File: src/rtl/bus_arb_pkg.sv
`default_nettype none
// ============================================================================
// Module  : bus_arb_pkg
// Brief   : Shared FSM state encoding and defaults for the system-bus arbiter.
// Revision: 1.0
// ============================================================================
package bus_arb_pkg;

    localparam int c_BEATS_DEFAULT = 8;

    typedef enum logic [1:0] {
        IDLE = 2'd0,
        REQ  = 2'd1,
        RESP = 2'd2
    } state_t;

endpackage : bus_arb_pkg
`default_nettype wire

File: src/rtl/rr_pick2.sv
`default_nettype none
// ============================================================================
// Module  : rr_pick2
// Brief   : Two-way round-robin pick; a tie goes to the side not granted last.
// Revision: 1.0
// ============================================================================
module rr_pick2 (
    input  logic i_req0,
    input  logic i_req1,
    input  logic i_last_grant,
    output logic o_grant,
    output logic o_valid
);

    assign o_valid = i_req0 | i_req1;
    assign o_grant = (i_req0 & i_req1) ? ~i_last_grant : i_req1;

endmodule : rr_pick2
`default_nettype wire

File: src/rtl/bus_arbiter.sv
`default_nettype none
// ============================================================================
// Module  : bus_arbiter
// Brief   : Two-requester arbiter; one outstanding line fill on the system bus.
// Revision: 1.0
// ============================================================================
module bus_arbiter
    import bus_arb_pkg::*;
#(
    parameter int BUS_DATA_WIDTH = 64,
    parameter int BUS_TAG_WIDTH  = 13,
    parameter int BEATS          = c_BEATS_DEFAULT
) (
    input  logic                      clk,
    input  logic                      reset,
    input  logic                      m0_reqcyc,
    input  logic [BUS_DATA_WIDTH-1:0] m0_req,
    input  logic [BUS_TAG_WIDTH-1:0]  m0_reqtag,
    output logic                      m0_reqack,
    output logic                      m0_respcyc,
    output logic [BUS_DATA_WIDTH-1:0] m0_resp,
    output logic [BUS_TAG_WIDTH-1:0]  m0_resptag,
    input  logic                      m0_respack,
    input  logic                      m1_reqcyc,
    input  logic [BUS_DATA_WIDTH-1:0] m1_req,
    input  logic [BUS_TAG_WIDTH-1:0]  m1_reqtag,
    output logic                      m1_reqack,
    output logic                      m1_respcyc,
    output logic [BUS_DATA_WIDTH-1:0] m1_resp,
    output logic [BUS_TAG_WIDTH-1:0]  m1_resptag,
    input  logic                      m1_respack,
    output logic                      bus_reqcyc,
    output logic [BUS_DATA_WIDTH-1:0] bus_req,
    output logic [BUS_TAG_WIDTH-1:0]  bus_reqtag,
    input  logic                      bus_reqack,
    input  logic                      bus_respcyc,
    input  logic [BUS_DATA_WIDTH-1:0] bus_resp,
    input  logic [BUS_TAG_WIDTH-1:0]  bus_resptag,
    output logic                      bus_respack
);

    localparam int                 c_CNT_W     = (BEATS > 1) ? $clog2(BEATS) : 1;
    localparam logic [c_CNT_W-1:0] c_LAST_BEAT = c_CNT_W'(BEATS - 1);

    state_t                      r_state;
    state_t                      w_next_state;
    logic                        r_grant;
    logic                        r_last_grant;
    logic [BUS_DATA_WIDTH-1:0]   r_bus_req;
    logic [BUS_TAG_WIDTH-1:0]    r_bus_reqtag;
    logic [c_CNT_W-1:0]          r_beat;
    logic                        w_pick_grant;
    logic                        w_pick_valid;
    logic                        w_in_req;
    logic                        w_in_resp;
    logic                        w_g_respack;
    logic                        w_beat_xfer;
    logic                        w_last_xfer;

    rr_pick2 u_rr_pick2 (
        .i_req0       (m0_reqcyc),
        .i_req1       (m1_reqcyc),
        .i_last_grant (r_last_grant),
        .o_grant      (w_pick_grant),
        .o_valid      (w_pick_valid)
    );

    assign w_in_req    = (r_state == REQ);
    assign w_in_resp   = (r_state == RESP);
    assign w_g_respack = r_grant ? m1_respack : m0_respack;
    assign w_beat_xfer = w_in_resp & bus_respcyc & w_g_respack;
    assign w_last_xfer = w_beat_xfer & (r_beat == c_LAST_BEAT);

    always_ff @(posedge clk or negedge reset) begin
        if (!reset) begin
            r_state      <= IDLE;
            r_grant      <= 1'b0;
            r_last_grant <= 1'b1;
            r_bus_req    <= '0;
            r_bus_reqtag <= '0;
            r_beat       <= '0;
        end else begin
            r_state <= w_next_state;
            // Address/tag are captured once; later requester changes are ignored.
            if ((r_state == IDLE) && w_pick_valid) begin
                r_grant      <= w_pick_grant;
                r_bus_req    <= w_pick_grant ? m1_req    : m0_req;
                r_bus_reqtag <= w_pick_grant ? m1_reqtag : m0_reqtag;
            end
            if (w_beat_xfer) begin
                r_beat <= w_last_xfer ? '0 : r_beat + 1'b1;
            end
            if (w_last_xfer) begin
                r_last_grant <= r_grant;
            end
        end
    end

    always_comb begin
        w_next_state = r_state;
        case (r_state)
            IDLE:    if (w_pick_valid) w_next_state = REQ;
            REQ:     if (bus_reqack)   w_next_state = RESP;
            RESP:    if (w_last_xfer)  w_next_state = IDLE;
            default: w_next_state = IDLE;
        endcase
    end

    assign bus_reqcyc  = w_in_req;
    assign bus_req     = r_bus_req;
    assign bus_reqtag  = r_bus_reqtag;
    assign bus_respack = w_in_resp & w_g_respack;

    // Response path is steered only to the granted requester while in RESP.
    always_comb begin
        m0_reqack  = 1'b0;
        m1_reqack  = 1'b0;
        m0_respcyc = 1'b0;
        m1_respcyc = 1'b0;
        m0_resp    = '0;
        m1_resp    = '0;
        m0_resptag = '0;
        m1_resptag = '0;
        if (w_in_req) begin
            m0_reqack = bus_reqack & ~r_grant;
            m1_reqack = bus_reqack &  r_grant;
        end
        if (w_in_resp) begin
            if (r_grant) begin
                m1_respcyc = bus_respcyc;
                m1_resp    = bus_resp;
                m1_resptag = bus_resptag;
            end else begin
                m0_respcyc = bus_respcyc;
                m0_resp    = bus_resp;
                m0_resptag = bus_resptag;
            end
        end
    end

endmodule : bus_arbiter
`default_nettype wire
File: config.mk
export PLATFORM = sky130hd
export DESIGN_NAME = bus_arbiter
export DESIGN_NICKNAME = d
export VERILOG_FILES = /design/src/rtl/bus_arb_pkg.sv /design/src/rtl/rr_pick2.sv /design/src/rtl/bus_arbiter.sv
export SDC_FILE = /design/constraint.sdc
export NUM_CORES = 1
export LEC_CHECK = 0
export CORE_AREA = 8 8 181 183
export DETAILED_ROUTE_END_ITERATION = 7
export DIE_AREA = 0 0 189 191
export PLACE_DENSITY = 0.6
export SLEW_MARGIN = 25
export SYNTH_ARGS = -nofsm -noshare
export SYNTH_HDL_FRONTEND = slang
export SYNTH_SLANG_ARGS = --single-unit
File: constraint.sdc
create_clock -name clk -period 1.71 [get_ports clk]
set_input_delay 0.171 -clock clk [delete_from_list [all_inputs] [get_ports clk]]
set_output_delay 0.171 -clock clk [all_outputs]
set_load 0.1 [all_outputs]
# [Word-level counts from Yosys, hierarchy flattened]
# Cells that the tools add are included.
[totals] ff_bits=84 in_bits=239 output_inout_bits=237 word_cells=49
[op_classes] addsub=1 eq_ne=6 n_mux=23 bitwise_logic=10 reduce_logical=3
[op_table] operator="$mux W64" count=5
[op_table] operator="$mux W13" count=5
[op_table] operator="$mux W1" count=8
[op_table] operator="$and A1 B1 Y1" count=7
[op_table] operator="$mux W2" count=3
[op_table] operator="$pmux W2 S3" count=1
[op_table] operator="$ne A2 B1 Y1 const B" count=2
[op_table] operator="$add A3 B1 Y3 const B" count=1
[op_table] operator="$eq A3 B3 Y1 const B" count=1
[op_table] operator="$mux W3" count=1
[op_table] operator="$reduce_and A3 Y1" count=1
[op_table] operator="$eq A2 B1 Y1 const B" count=1
[op_table] operator="$eq A2 B2 Y1 const B" count=1
[op_table] operator="$logic_not A2 Y1" count=1
[op_table] operator="$ne A2 B2 Y1 const B" count=1
[op_table] operator="$not A1 Y1" count=2
[op_table] operator="$logic_and A1 B1 Y1" count=1
[op_table] operator="$or A1 B1 Y1" count=1

# [Depth between registers and ports, before layout]
# Gate-level depths: netlist of run 1.
[logic_depth] depth_word=6 depth_mapped=6 ltp_nobuf=5

# [By module]
# Synthesis of run 1 repeated with hierarchy kept, for this count alone.
[hier_totals] cells_unflattened=542 hier_area_um2=4938.5
[modules_own_cells] module="bus_arbiter" n_inst=1 cells_per_inst=540 area_per_inst_um2=4924.7
[modules_own_cells] module="rr_pick2" n_inst=1 cells_per_inst=2 area_per_inst_um2=13.8

# [Worst setup path after synthesis of run 1]
# OpenSTA, ideal clock, no wires.
[synth_path] kind="reg2out" from="register r_state[1]" to="output port m0_reqack" arrival_time_ps=3347 required_ps=1539 path_slack_ps=-1808 path_stages_with_launch=4 cell_sequence="dfrtp_1 nor2b_1 nand2_1 nor2_1"
[synth_via] elab_chain_len=2
[synth_lines] element="from (decl)" line="bus_arbiter.sv:45" rtl="state_t r_state;"
[synth_lines] element="from (signal assigned)" line="bus_arbiter.sv:83" rtl="r_state <= w_next_state;"
[synth_lines] element="$eq A2 B1 Y1" line="bus_arbiter.sv:68" rtl="assign w_in_req = (r_state == REQ);"
[synth_lines] element="net bus_reqcyc" line="bus_arbiter.sv:32" rtl="output logic bus_reqcyc,"
[synth_lines] element="$mux W1" line="bus_arbiter.sv:124" rtl="if (w_in_req) begin"
[synth_lines] element="to (decl)" line="bus_arbiter.sv:19" rtl="output logic m0_reqack,"
# The timed path passes the listed nets, and every way through them passes these cells.

# [Final worst setup path of run 1]
[layout_path] from="register r_state[0]" to="output port m0_resp[52]"
[layout_via] elab_chain_len=2
[layout_lines] element="$eq A2 B2 Y1" line="bus_arbiter.sv:69" rtl="assign w_in_resp = (r_state == RESP);"
[layout_lines] element="$mux W64" line="bus_arbiter.sv:128" rtl="if (w_in_resp) begin"
[layout_lines] element="to (decl)" line="bus_arbiter.sv:21" rtl="output logic [BUS_DATA_WIDTH-1:0] m0_resp,"
# Every way passes these cells.

==> impl_metrics.toml, run 1 <==
[finish]
diodes = 0
area_growth_pct = 165
fin_nets = 1219
fin_util_pct = 46.9
drive_gt1_share_pct = 66.1

[detailed_routing]
wl_per_cell_microns = 22.0
routed_wl_microns = 30300
drcViolationCount = 0
drtIter0Drc = 94
vias_per_cell = 4.04
drtAntennaViolNets = 0
first_pass_iters = 4
num_vias = 5567

[global_routing]
grt_max_degree = 49
grt_use_total_pct = 15.2
antenna_found_initial = 5
grt_pass1_vias = 6109
grt_pass1_wl_microns = 41100
grt_overflow = 0

[die]
fp.dieH_microns = 191
placementRows = 64
ios = 476
initial_core_util_pct = 17.7
dieArea_sq_um = 36100
fp.coreArea_sq_um = 30000
die_w_microns = 189

[logic_synthesis]
synth-seq-cells = 84
syn_area_sq_um = 5320
synth-xor-area-share_pct = 0
synth_mux_area_share_pct = 36.5
syn_nets = 696
postSynthCellCount = 455
ys_warn_count = 0
synth_top_family_by_area = "multiplexers"
ys_seq_area_share_pct = 39.5
synthSimpleGateAreaFrac_pct = 19.7
synth_cell_types = 22
synth_compound_area_share_pct = 0.423
synth_fa_ha_area_share_pct = 0.470
avgSynthCellArea_sq_um = 11.7

[sta]
fmax_ghz = 0.534
hold_ws_ns = 0.244
worstMarginPinSlew_ns = 0.299
finalMaxSlewViolations = 0
finalCritPeriodShare_pct = 110
clock_skew_ns = 0.00599
rsz0062_at_grt = "yes"
finalHoldViolCount = 0
tns_ns = -21.50
finalSetupViolCount = 195
fin_ws_ns = -0.163
min_period_ns = 1.87
slew_headroom_pct = 80.1

[critical_path]
reg2regPathDepth = 6
r2r_start = "r_last_grant$_DFFE_PN1P_"
slowest_stage = "dfrtp_1"
worst_setup_path_start_kind = "flop"
crit_start = "r_state[0]$_DFFE_PN0P_"
end_kind = "output pin"
endpoint = "m0_resp[52]"
crit_chain = "nand2b_4, nor2_4, buf_12, clkbuf_16, and2_4, buf_12"
worstSetupPathType = "reg -> out"
crit_path_max_incr_delay_ns = 0.39
required_ns = 1.54
worstPathMaxFanout = 12
cp_common_cell = "buf_12"
ff2ff_setup_slack_ns = -0.08
crit_arrival_ns = 1.70
timing.rr.end = "bus_reqtag[11]$_DFFE_PN0P_"

[power]
irDropWorstVdd_mv = 0.832
fin_total_pwr_w = 0.0278
leakagePower_nw = 6.24
p_per_area_nw_per_um2 = 1980

[status]
run_status = "complete, but fails checks"
violations = "setup timing"

[clock_tree]
cts_sinks = 84
cts_root_buf = "clkbuf_16"
htreeDepth = 3
clkLatencyLatePin_ns = 0.34
clkTransAtPathRegs_ns = 0.06
cts_buffer_depth = 2
cts_tree = "yes"
numCtsBuffers = 9

[placement]
post-dp-hpwl_microns = 22600
io_buffers = 475
finalWeightedCongestion = 0.771
dp_slack_ns = -0.203

[flow_run]
drv_cap = 0

[hold_path]
hold_path_class = "in -> async"
## where the power goes
part           total, W  switching (W)  internal [W]  leakage [nW]
clock network   0.00184       0.000789       0.00105         0.132
logic            0.0223         0.0146       0.00770          5.13
registers       0.00366       0.000638       0.00302         0.980
total            0.0278         0.0161        0.0118          6.24
## placed cells by master (no fill, tap or decap), drive strengths merged
cell / n
clkbuf: 25
nand2b: 1
buf: 295
nand2: 2
and2: 156
nor2b: 2
dlygate4sd3: 1
nor2: 7
clkdlybuf4s50: 237
a21bo: 1
dfrtp: 83
a21o: 1
dfstp: 1
nor3b: 1
mux2i: 2
clkinv: 1
ha: 2
nor3: 2
mux2: 158
o21ai: 1
inv: 2
## metal layers
metal	GRT usage [%]	vias to the layer above	wire (microns)
met5	0	-	66
met3	7.79	24	3300
met1	15.6	2681	10800
met4	3.43	10	357
li1	-	2567	-
met2	27.3	285	15700
## flip-flops by register name, summed over array words and instances (netlist names)
| name | count |
|---|---|
| r_grant | 1 |
| r_last_grant | 1 |
| bus_req | 64 |
| bus_reqtag | 13 |
| r_state | 2 |
| r_beat | 3 |
## stage by stage
step / instance area (sq um) / instances
after floorplan: 5590 / 455
after global placement: 12400 / 1321
after detailed placement: 12400 / 1321
after CTS: 13300 / 1354
after global routing: 14100 / 1377
final: 14100 / 1377
## logic make-up after synthesis
logic type	count (synthesis)
simple gates	171
compound gates	3
buf+inv	35
flops	84
fa+ha+maj	2
mux	160
## synth_stat cells
library cell / number / area share, %
inv_1: 2 / 0.14
nor2b_1: 2 / 0.23
dfstp_2: 1 / 0.49
ha_1: 2 / 0.47
and2_1: 156 / 18
o21ai_0: 1 / 0.094
a21o_1: 1 / 0.14
buf_6: 4 / 0.85
mux2_2: 120 / 25
nor3_2: 1 / 0.19
nor3_1: 1 / 0.094
nand2_1: 2 / 0.14
a21bo_1: 1 / 0.19
buf_2: 12 / 1.1
nand2b_1: 1 / 0.12
nor2_1: 7 / 0.49
mux2_4: 38 / 11
dfrtp_1: 83 / 39
clkbuf_1: 16 / 1.1
buf_4: 1 / 0.14
nor3b_1: 1 / 0.14
mux2i_1: 2 / 0.38
## how the worst min path moves through the flow
stage / start / endpoint / slack [ns] / cells past startpoint
floorplan: reset / bus_req[0]$_DFFE_PN0P_ / -0.12 / 0
global placement: reset / bus_req[58]$_DFFE_PN0P_ / 0.07 / 1
detailed placement: reset / bus_reqtag[11]$_DFFE_PN0P_ / 0.07 / 1
CTS: reset / bus_reqtag[11]$_DFFE_PN0P_ / 0.23 / 2
global route: reset / bus_reqtag[11]$_DFFE_PN0P_ / 0.26 / 2
finish: reset / bus_reqtag[5]$_DFFE_PN0P_ / 0.24 / 2
## layout make-up
class / count / area, sq um
Fill cell: 2683 / 15900
Timing Repair Buffer: 545 / 7380
Multi-Input combinational cell: 336 / 3830
Sequential cell: 84 / 2110
Tap cell: 396 / 495
Clock buffer: 13 / 260
Clock inverter: 1 / 8.76
Inverter: 2 / 7.51
## worst max-delay path: cells and delay by family (launching register included)
family / cells / cell delay [ns]
buf+inv: 3 / 0.52
simple gates: 3 / 0.44
flops: 1 / 0.39
## timing repair
item                                    in CTS  in global routing
hold buffers                                 1                  0
pin swaps                                   27                 31
endpoints found under the hold margin       16                  0
endpoints found under the setup margin     179                234
setup buffers                                8                 11
gates resized for setup                     89                139
cloned                                      10                 13
Power figures use the tool's default switching activity.
==> run 2: changes to the inputs <==
--- a/config.mk
+++ b/config.mk
@@ -8,7 +8,8 @@
 export CORE_AREA = 8 8 181 183
 export DETAILED_ROUTE_END_ITERATION = 7
 export DIE_AREA = 0 0 189 191
-export PLACE_DENSITY = 0.6
+export DONT_BUFFER_PORTS = 1
+export PLACE_DENSITY = 0.39
 export SLEW_MARGIN = 25
 export SYNTH_ARGS = -nofsm -noshare
 export SYNTH_HDL_FRONTEND = slang
==> impl_metrics.toml, run 2 (synthesized netlist as in run 1, its figures left out) <==
[finish]
layout_commonest_cell = "buf_12"
mostFrequentLayoutCells = "138 x buf_12, 121 x mux2_4, 113 x and2_4, 94 x buf_4, 81 x dfrtp_1"
area_growth_pct = 98.5
fin_nets = 929
drive_gt1_share_pct = 86.3
diodes = 0
largest_register_ffs = 64
final_cells = 1089

[die]
ios = 476
fp.dieH_microns = 191
placementRows = 64
initial_core_util_pct = 17.7
dieArea_sq_um = 36100
die_w_microns = 189
fp.coreArea_sq_um = 30000

[clock_tree]
cts_sinks = 84
clkTransAtPathRegs_ns = 0.07
clkLatencyLatePin_ns = 0.34
hold_buffers = 1
numCtsBuffers = 9
htreeDepth = 3
cts_buffer_depth = 2
cts_tree = "yes"
cts_root_buf = "clkbuf_16"

[flow_run]
drv_cap = 0

[detailed_routing]
routed_wl_microns = 26800
first_pass_iters = 4
drtIter0Drc = 100
wl_per_cell_microns = 24.6
drtAntennaViolNets = 0
vias_per_cell = 4.07
num_vias = 4428
drcViolationCount = 0

[placement]
finalWeightedCongestion = 0.809
dp_slack_ns = -0.0169
post-dp-hpwl_microns = 20700
io_buffers = 0
dp.cells = 1046

[sta]
finalMaxSlewViolations = 0
fin_ws_ns = -0.182
rsz0062_at_grt = "yes"
worstMarginPinSlew_ns = 0.270
finalHoldViolCount = 84
clock_skew_ns = 0.00594
finalSetupViolCount = 210
slew_headroom_pct = 81.5
fmax_ghz = 0.529
tns_ns = -21.80
finalCritPeriodShare_pct = 111
hold_ws_ns = -0.483
min_period_ns = 1.89

[status]
violations = "hold timing, setup timing"
run_status = "complete, but fails checks"

[critical_path]
crit_path_max_incr_delay_ns = 0.38
crit_arrival_ns = 1.72
worst_setup_path_start_kind = "flop"
worstPathMaxFanout = 13
crit_chain = "nand2b_4, nor2_4, buf_12, buf_6, and2_4"
slowest_stage = "dfrtp_1"
end_kind = "output pin"
worstSetupPathType = "reg -> out"
cp_num_buf_inv = 2
path_delay_family = "simple AND/OR/NAND/NOR gates"
required_ns = 1.54

[global_routing]
grt_overflow = 0
grt_pass1_vias = 4957
grt_max_degree = 85
grt_use_total_pct = 12.7
grt_pass1_wl_microns = 34000
antenna_found_initial = 0

[hold_path]
hold_path_class = "in -> async"
[run 2: cell count changes in the layout (fill, tap and decap cells not counted), moves of 3 or more]
cell	previous run	this run
clkdlybuf4s50_1	237	0
and2_4	130	113
and2_2	26	43
mux2_2	27	37
mux2_4	131	121
buf_12	181	138
buf_4	97	94
buf_16	9	3
[run 2: final timing paths]
path | startpoint | end | slack (ns) | cells after the start
worst max register to register | r_last_grant$_DFFE_PN1P_ | bus_reqtag[0]$_DFFE_PN0P_ | -0.06 | 5
worst min-delay path | reset | bus_reqtag[6]$_DFFE_PN0P_ | -0.48 | 0
min in group clk | bus_reqack | r_state[1]$_DFFE_PN0P_ | 0.03 | 2
max in group asynchronous | reset | r_last_grant$_DFFE_PN1P_ | 2.00 | 0
worst max-delay path | r_state[0]$_DFFE_PN0P_ | m0_resp[50] | -0.18 | 5
worst min register to register | bus_req[18]$_DFFE_PN0P_ | bus_req[18]$_DFFE_PN0P_ | 0.51 | 1
[run 2: layout make-up]
class                           instances  area [sq um]
Inverter                                2          7.51
Clock buffer                           10           239
Tap cell                              396           495
Clock inverter                          6          46.3
Multi-Input combinational cell        336          3750
Timing Repair Buffer                  255          3920
Fill cell                            2909         19500
Sequential cell                        84          2110
[run 2: worst register-to-register path, cell delays in order (launching register included)]
cell       delay (ns)
dfstp_2          0.54
a21bo_4          0.22
buf_6            0.16
clkbuf_16        0.17
mux2_4           0.31
mux2_4           0.26
[run 2: per-stage QoR]
step | utilization (%) | hold slack (ns) | area (sq um)
after global placement | 31.0 | -0.121 | 9310
after floorplan | - | -0.125 | 5590
after global routing | 35.2 | -0.514 | 10600
after CTS | 32.5 | -0.512 | 9760
final | 35.2 | -0.483 | 10600
after detailed placement | 31.0 | -0.121 | 9310
[run 2: per-layer routing]
metal / up-vias / wire (microns) / global-route usage (%)
li1: 1983 / - / -
met1: 2133 / 8340 / 11.1
met2: 297 / 14900 / 24.9
met3: 15 / 3210 / 6.48
met4: 0 / 329 / 3.16
met5: - / 0 / 0
[run 2: timing repair]
action	in CTS	in global routing
hold endpoints to repair	85	84
cloned	3	13
buffers inserted	2	11
endpoints found under the setup margin	197	226
pin swaps	6	28
gates resized for setup	16	179
Power of run 2 is not shown: default switching activity piles up to over one toggle a cycle in this logic, so the estimate is an artifact.
